### config.mk
export PLATFORM = sky130hd
export DESIGN_NAME = frame_packetizer
export DESIGN_NICKNAME = d
export VERILOG_FILES = /design/src/rtl/frame_packetizer.sv
export SDC_FILE = /design/constraint.sdc
export NUM_CORES = 1
export LEC_CHECK = 0
export ABC_AREA = 1
export CAP_MARGIN = 0
export CORE_ASPECT_RATIO = 0.9
export CORE_MARGIN = 2
export CORE_UTILIZATION = 45
export DETAILED_ROUTE_END_ITERATION = 16
export MAX_ROUTING_LAYER = met4
export PLACE_DENSITY = 0.76
export SYNTH_ARGS = -nofsm -noshare
export SYNTH_HDL_FRONTEND = slang
export SYNTH_SLANG_ARGS = --single-unit
export TNS_END_PERCENT = 10
### constraint.sdc
create_clock -name clk -period 6.7 [get_ports clk]
set_clock_uncertainty 0.2 [all_clocks]
set_input_delay 1.675 -clock clk [delete_from_list [all_inputs] [get_ports clk]]
set_output_delay 1.675 -clock clk [all_outputs]
set_load 0.01 [all_outputs]
### src/rtl/frame_packetizer.sv
// TX frame packetizer: preamble/mode/length/padding header, backpressured payload, optional CRC-16 trailer.
// state   | meaning
// S_IDLE  | bypass pass-through, or latch packet parameters on first valid beat (MIX)
// S_HDR   | emit header symbols, one bit per beat
// S_PLD   | forward payload beats and fold them into the CRC
// S_CRC   | emit 16 CRC symbols, MSB first
// S_FLUSH | discard overlong input until tlast or a gap in tvalid
// S_DONE  | wait for the last beat to leave the output register
module frame_packetizer #(
  parameter int BYTES         = 1,
  parameter int PREAMBLE_BITS = 256,
  parameter int FLIP_BITS     = 32,
  parameter int LEN_WIDTH     = 16,
  parameter int PAD_BITS      = 40,
  parameter int CRC_EN        = 1
) (
  input  logic                 clk,
  input  logic                 rst,
  input  logic                 clk_enable,
  input  logic [3:0]           MODE_CTRL,
  input  logic [LEN_WIDTH-1:0] payload_length,
  input  logic [8*BYTES-1:0]   I_tdata,
  input  logic                 I_tvalid,
  output logic                 I_tready,
  input  logic                 I_tlast,
  input  logic                 I_tuser,
  output logic [8*BYTES-1:0]   O_tdata,
  output logic                 O_tvalid,
  input  logic                 O_tready,
  output logic                 O_tlast,
  output logic                 O_tuser,
  output logic                 hdr_vld,
  output logic                 crc_vld,
  output logic                 err_short,
  output logic                 err_long,
  output logic                 pkt_sent
);

  localparam int BITS    = 8 * BYTES;
  localparam int HDR_LEN = PREAMBLE_BITS + 8 + LEN_WIDTH + PAD_BITS;
  localparam int HCW     = ($clog2(HDR_LEN) > 10) ? $clog2(HDR_LEN) : 10;

  localparam logic [HCW-1:0]       HDR_LAST  = HCW'(HDR_LEN - 1);
  localparam logic [HCW-1:0]       HCNT_ONE  = HCW'(1);
  localparam logic [LEN_WIDTH-1:0] LEN_ONE   = LEN_WIDTH'(1);
  localparam logic [LEN_WIDTH-1:0] LEN_MSB   = {1'b1, {(LEN_WIDTH-1){1'b0}}};
  localparam logic [3:0]           MODE_MIX  = 4'b0100;
  localparam logic                 HAS_CRC   = (CRC_EN != 0);
  localparam logic                 PAD_PHASE = 1'((PREAMBLE_BITS + 8 + LEN_WIDTH) % 2);

  typedef enum logic [2:0] {S_IDLE, S_HDR, S_PLD, S_CRC, S_FLUSH, S_DONE} state_t;

  state_t               state;
  logic [HCW-1:0]       hcnt;
  logic [LEN_WIDTH-1:0] pcnt;
  logic [3:0]           ccnt;
  logic [15:0]          crc_q;
  logic [LEN_WIDTH-1:0] len_q;
  logic                 is_bpsk;
  logic                 flush_pend;

  logic                 load;
  logic                 mix_in;
  logic                 pld_last;
  logic                 hdr_bit;
  int                   hdr_idx;
  logic [7:0]           mode_byte;
  logic [7:0]           mode_sel;
  logic [LEN_WIDTH-1:0] len_sel;
  logic [15:0]          crc_pld;

  function automatic logic [15:0] crc_step(input logic [15:0] c, input logic d);
    crc_step = {c[14:0], 1'b0} ^ ((c[15] ^ d) ? 16'h1021 : 16'h0000);
  endfunction

  assign load      = !O_tvalid || O_tready;
  assign mix_in    = (MODE_CTRL == MODE_MIX);
  assign pld_last  = (pcnt == LEN_ONE);
  assign mode_byte = is_bpsk ? 8'hAA : 8'h55;
  assign crc_pld   = is_bpsk ? crc_step(crc_q, I_tdata[0])
                             : crc_step(crc_step(crc_q, I_tdata[1]), I_tdata[0]);

  always_comb begin
    I_tready = 1'b0;
    if (clk_enable) begin
      case (state)
        S_IDLE:  I_tready = !mix_in && load;
        S_PLD:   I_tready = load;
        S_FLUSH: I_tready = 1'b1;
        default: I_tready = 1'b0;
      endcase
    end
  end

  // Header symbol generator indexed by the header counter.
  always_comb begin
    hdr_idx  = int'(hcnt);
    mode_sel = '0;
    len_sel  = '0;
    hdr_bit  = 1'b0;
    if (hdr_idx < PREAMBLE_BITS) begin
      hdr_bit = hcnt[0] ^ (hdr_idx >= PREAMBLE_BITS - FLIP_BITS);
    end else if (hdr_idx < PREAMBLE_BITS + 8) begin
      mode_sel = 8'h80 >> (hdr_idx - PREAMBLE_BITS);
      hdr_bit  = |(mode_byte & mode_sel);
    end else if (hdr_idx < PREAMBLE_BITS + 8 + LEN_WIDTH) begin
      len_sel = LEN_MSB >> (hdr_idx - PREAMBLE_BITS - 8);
      hdr_bit = |(len_q & len_sel);
    end else begin
      hdr_bit = hcnt[0] ^ PAD_PHASE;
    end
  end

  always_ff @(posedge clk or posedge rst) begin
    if (rst) begin
      state      <= S_IDLE;
      hcnt       <= '0;
      pcnt       <= '0;
      ccnt       <= '0;
      crc_q      <= 16'hFFFF;
      len_q      <= '0;
      is_bpsk    <= 1'b0;
      flush_pend <= 1'b0;
      O_tdata    <= '0;
      O_tvalid   <= 1'b0;
      O_tlast    <= 1'b0;
      O_tuser    <= 1'b1;
      hdr_vld    <= 1'b0;
      crc_vld    <= 1'b0;
      err_short  <= 1'b0;
      err_long   <= 1'b0;
      pkt_sent   <= 1'b0;
    end else if (clk_enable) begin
      err_short <= 1'b0;
      err_long  <= 1'b0;
      pkt_sent  <= 1'b0;
      // Output register drains by default; a branch below may reload it.
      if (load) begin
        O_tvalid <= 1'b0;
        hdr_vld  <= 1'b0;
        crc_vld  <= 1'b0;
      end

      case (state)
        S_IDLE: begin
          if (mix_in) begin
            if (I_tvalid) begin
              is_bpsk    <= I_tuser;
              len_q      <= payload_length;
              pcnt       <= I_tuser ? payload_length : (payload_length >> 1);
              crc_q      <= 16'hFFFF;
              hcnt       <= '0;
              ccnt       <= '0;
              flush_pend <= 1'b0;
              state      <= S_HDR;
            end
          end else if (I_tvalid && load) begin
            O_tdata  <= I_tdata;
            O_tlast  <= I_tlast;
            O_tuser  <= I_tuser;
            O_tvalid <= 1'b1;
          end
        end

        S_HDR: begin
          if (load) begin
            O_tdata  <= {BITS{hdr_bit}};
            O_tvalid <= 1'b1;
            O_tuser  <= 1'b1;
            hdr_vld  <= 1'b1;
            O_tlast  <= (hcnt == HDR_LAST) && (pcnt == '0) && !HAS_CRC;
            hcnt     <= hcnt + HCNT_ONE;
            if (hcnt == HDR_LAST) begin
              if (pcnt != '0)   state <= S_PLD;
              else if (HAS_CRC) state <= S_CRC;
              else              state <= S_DONE;
            end
          end
        end

        S_PLD: begin
          if (I_tvalid && load) begin
            O_tdata  <= I_tdata;
            O_tvalid <= 1'b1;
            O_tuser  <= 1'b0;
            O_tlast  <= !HAS_CRC && (pld_last || I_tlast);
            crc_q    <= crc_pld;
            pcnt     <= pcnt - LEN_ONE;
            if (pld_last || I_tlast) begin
              err_short  <= I_tlast && !pld_last;
              flush_pend <= pld_last && !I_tlast;
              if (HAS_CRC)                    state <= S_CRC;
              else if (pld_last && !I_tlast)  state <= S_FLUSH;
              else                            state <= S_DONE;
            end
          end
        end

        S_CRC: begin
          if (load) begin
            O_tdata  <= {BITS{crc_q[15]}};
            crc_q    <= {crc_q[14:0], 1'b0};
            O_tvalid <= 1'b1;
            O_tuser  <= 1'b1;
            crc_vld  <= 1'b1;
            O_tlast  <= (ccnt == 4'd15);
            ccnt     <= ccnt + 4'd1;
            if (ccnt == 4'd15) state <= flush_pend ? S_FLUSH : S_DONE;
          end
        end

        S_FLUSH: begin
          if (I_tvalid) begin
            err_long <= 1'b1;
            if (I_tlast) state <= S_DONE;
          end else begin
            state <= S_DONE;
          end
        end

        S_DONE: begin
          if (!O_tvalid) begin
            pkt_sent <= 1'b1;
            state    <= S_IDLE;
          end
        end

        default: state <= S_IDLE;
      endcase
    end
  end

endmodule
==> results.py <==
metrics = {
    "power": {
        "power.density_nw_per_um2": 433,
        "power_mw": 2.65,
        "p_leak_nw": 2.83,
        "ir_worst_vdd_mv": 0.206,
    },
    "global_routing": {
        "grt_max_degree": 47,
        "grt_first_pass_wirelength_um": 22200,
        "grt_pass1_vias": 4697,
        "antenna_found_initial": 0,
        "grt.total_usage": 0.232,
        "overflow": 0,
    },
    "clocking": {
        "clock_path_buffers": 2,
        "cts_resized": 0,
        "h-tree-depth": 3,
        "cts_tree": "yes",
        "insertion_delay_ns": 0.35,
        "cts.sinks": 83,
        "cts_inserted_buffers": 9,
        "clk_pin_slew_worst_paths_ns": 0.06,
        "cts_root_buf": "clkbuf_16",
        "cts_setup_buffers": 0,
        "hold_buffers": 0,
    },
    "logic_synthesis": {
        "synth_top_cell_by_area": "dfrtp_1",
        "postSynthAreaPerCell_um2": 7.35,
        "ys.warnings.count": 0,
        "synthesis.instances": 702,
        "synth_cell_types": 47,
        "synth_top_area_frac": 0.320,
        "syn_area_um2": 5160,
        "async_flop_share": 1.00,
        "synth_seq_cells": 83,
        "synth_edf_count": 0,
        "syn-num-nets": 748,
        "ys_top_cells_by_area": "dfrtp_1 32%, nand2_1 9.9%, dfstp_2 8.7%, inv_1 6.2%, o21ai_0 6.1%",
        "synth_top_flop_cell": "dfrtp_1",
        "ys_seq_area_frac": 0.406,
    },
    "route": {
        "via_per_inst": 5.39,
        "routed-wl-met3_um": 705,
        "antenna_left": 0,
        "num_vias": 4842,
        "drtIter0Drc": 409,
        "wl_per_cell_um": 14.6,
        "dr.pass1.iters": 5,
        "finalWirelength_um": 13100,
        "top_layer": "met4",
        "route.detailed.drc": 0,
        "dr_wl_met2_um": 6180,
        "wl_met1_um": 6060,
    },
    "min_path": {
        "hold_start": "len_q[15]$_DFFE_PP0P_",
        "hold_end": "len_q[15]$_DFFE_PP0P_",
        "whs_path_depth": 2,
        "hold_class": "reg2reg",
    },
    "critical_path": {
        "r2r_end": "pcnt[3]$_DFFE_PP0P_",
        "end_kind": "output port",
        "crit_family": "buffers and inverters",
        "crit_buf_inv": 4,
        "crit_path_top_delay_cell": "clkdlybuf4s50_1",
        "crit_path_start_kind": "input port",
        "crit_path_frequent_cell": "clkdlybuf4s50_1",
        "worstPathArrival_ns": 3.30,
        "worstPathRequired_ns": 4.83,
        "r2r_setup_slack_ns": 3.02,
        "ff2ff_path_depth": 10,
        "r2r_start": "state[2]$_DFFE_PP0P_",
        "crit_path_max_incr_delay_ns": 0.56,
        "cp-startpoint": "clk_enable",
        "crit_fanout": 10,
        "crit_type": "in2out",
        "cp_cell_sequence": "clkdlybuf4s50_1, inv_2, nor2_8, inv_1, o22ai_1, clkdlybuf4s50_1",
    },
    "cells_and_area": {
        "nNetsFinal": 783,
        "area_growth_pct": 18.5,
        "multi_input_area_um2": 2560,
        "register_area_um2": 2100,
        "drive_gt1_frac": 0.104,
        "fill_cells": 1086,
        "final_cells": 898,
        "mostFrequentLayoutCells": "136 x nand2_1, 84 x inv_1, 72 x nor2_1, 66 x dfrtp_1, 63 x o21ai_0",
        "final_common_cell": "nand2_1",
        "antenna_cells": 0,
    },
    "sta": {
        "setup_viol": 0,
        "totalNegativeSetupSlack_ns": 0,
        "tightest_slew_ns": 1.06,
        "final_max_slew_viol_count": 0,
        "setup_ws_ns": 1.52,
        "hold_violations": 0,
        "fin_crit_ns": 5.18,
        "max_freq_mhz": 193,
        "rsz0062_at_grt": "false",
        "period_share": 0.773,
        "maxSlewHeadroom": 0.288,
    },
    "floorplanning": {
        "die_height_um": 106,
        "dieArea_um2": 12300,
        "initial_core_util": 0.457,
        "rows": 37,
        "io_pins": 52,
        "die_x_um": 117,
        "core_area_um2": 11300,
    },
    "flow_run": {
        "max_cap_viol_count": 0,
    },
    "placed_design": {
        "place_ws_ns": 1.50,
        "dp_hpwl_um": 9380,
        "place_inst": 882,
        "place_congestion": 0.924,
        "io_buffers": 51,
    },
    "run_status": {
        "outcome": "finished, final reports clean",
    },
}
[cell type report]
| class | instances | share of cell area |
|---|---|---|
| tap | 156 | 0.0319 |
| inverter | 99 | 0.0609 |
| clock buffer | 12 | 0.0419 |
| clock inverter | 4 | 0.0196 |
| multi-input combinational | 492 | 0.418 |
| timing repair buffer | 52 | 0.0847 |
| sequential | 83 | 0.343 |
[metrics by stage]
step                      hold WS (ns)  utilization  area, um2
after global routing             0.294        0.542       6120
after floorplan                  0.242            -       5160
after global placement           0.259        0.508       5740
after CTS                        0.276        0.542       6120
after detailed placement         0.261        0.508       5740
final                            0.273        0.542       6120
[report_power, final]
group	switching (mW)	internal, mW	total (mW)
clock	0.205	0.423	0.628
sequential	0.203	0.737	0.940
combinational	0.663	0.418	1.08
total	1.07	1.58	2.65
[synthesized netlist by cell type, drive strengths merged (3+ instances only)]
master  number
nand2      140
a31oi        9
nor3        12
xnor2        3
buf         10
dfstp       17
nor4         4
o211ai      13
nor2        86
a21oi       50
xor2         4
ha          11
or2          8
inv         97
dfrtp       66
o221ai       9
o21ai       73
clkbuf      18
nand4       11
nand3       34
a22oi        3
o22ai        4
[registers in the layout, summed over array words and instances, names as in the netlist, 3 cells and up, named ones only]
name / flops
len_q: 16
crc_q: 16
O_tdata: 8
ccnt: 4
pcnt: 16
state: 3
hcnt: 10
[kinds of logic after synthesis]
| family | share of synthesized area |
|---|---|
| xor gates and xnor gates | 0.0119 |
| adders and majority gates | 0.0267 |
| buffers and inverters | 0.0982 |
| AOI/OAI and AO/OA | 0.199 |
| and+or+nand+nor | 0.258 |
| DFF | 0.406 |
[tightest hold or removal path, cell delays in order, from the launching register on]
cell     delay (ns)
dfrtp_1        0.34
nand2_1        0.05
nand2_1        0.05
[worst max path at each step]
stage / end / cells after the start
3_5_place_dp: I_tready / 6
2_1_floorplan: I_tready / 4
5_1_grt: I_tready / 6
3_3_place_gp: I_tready / 6
4_1_cts: I_tready / 6
6_report: I_tready / 6
[layer usage]
metal	up-vias	global-route usage
met5	-	-
met4	0	0.0513
met3	11	0.0615
met2	123	0.358
met1	2307	0.308
li1	2401	-
Note: power is estimated with default switching activity, not from simulation.
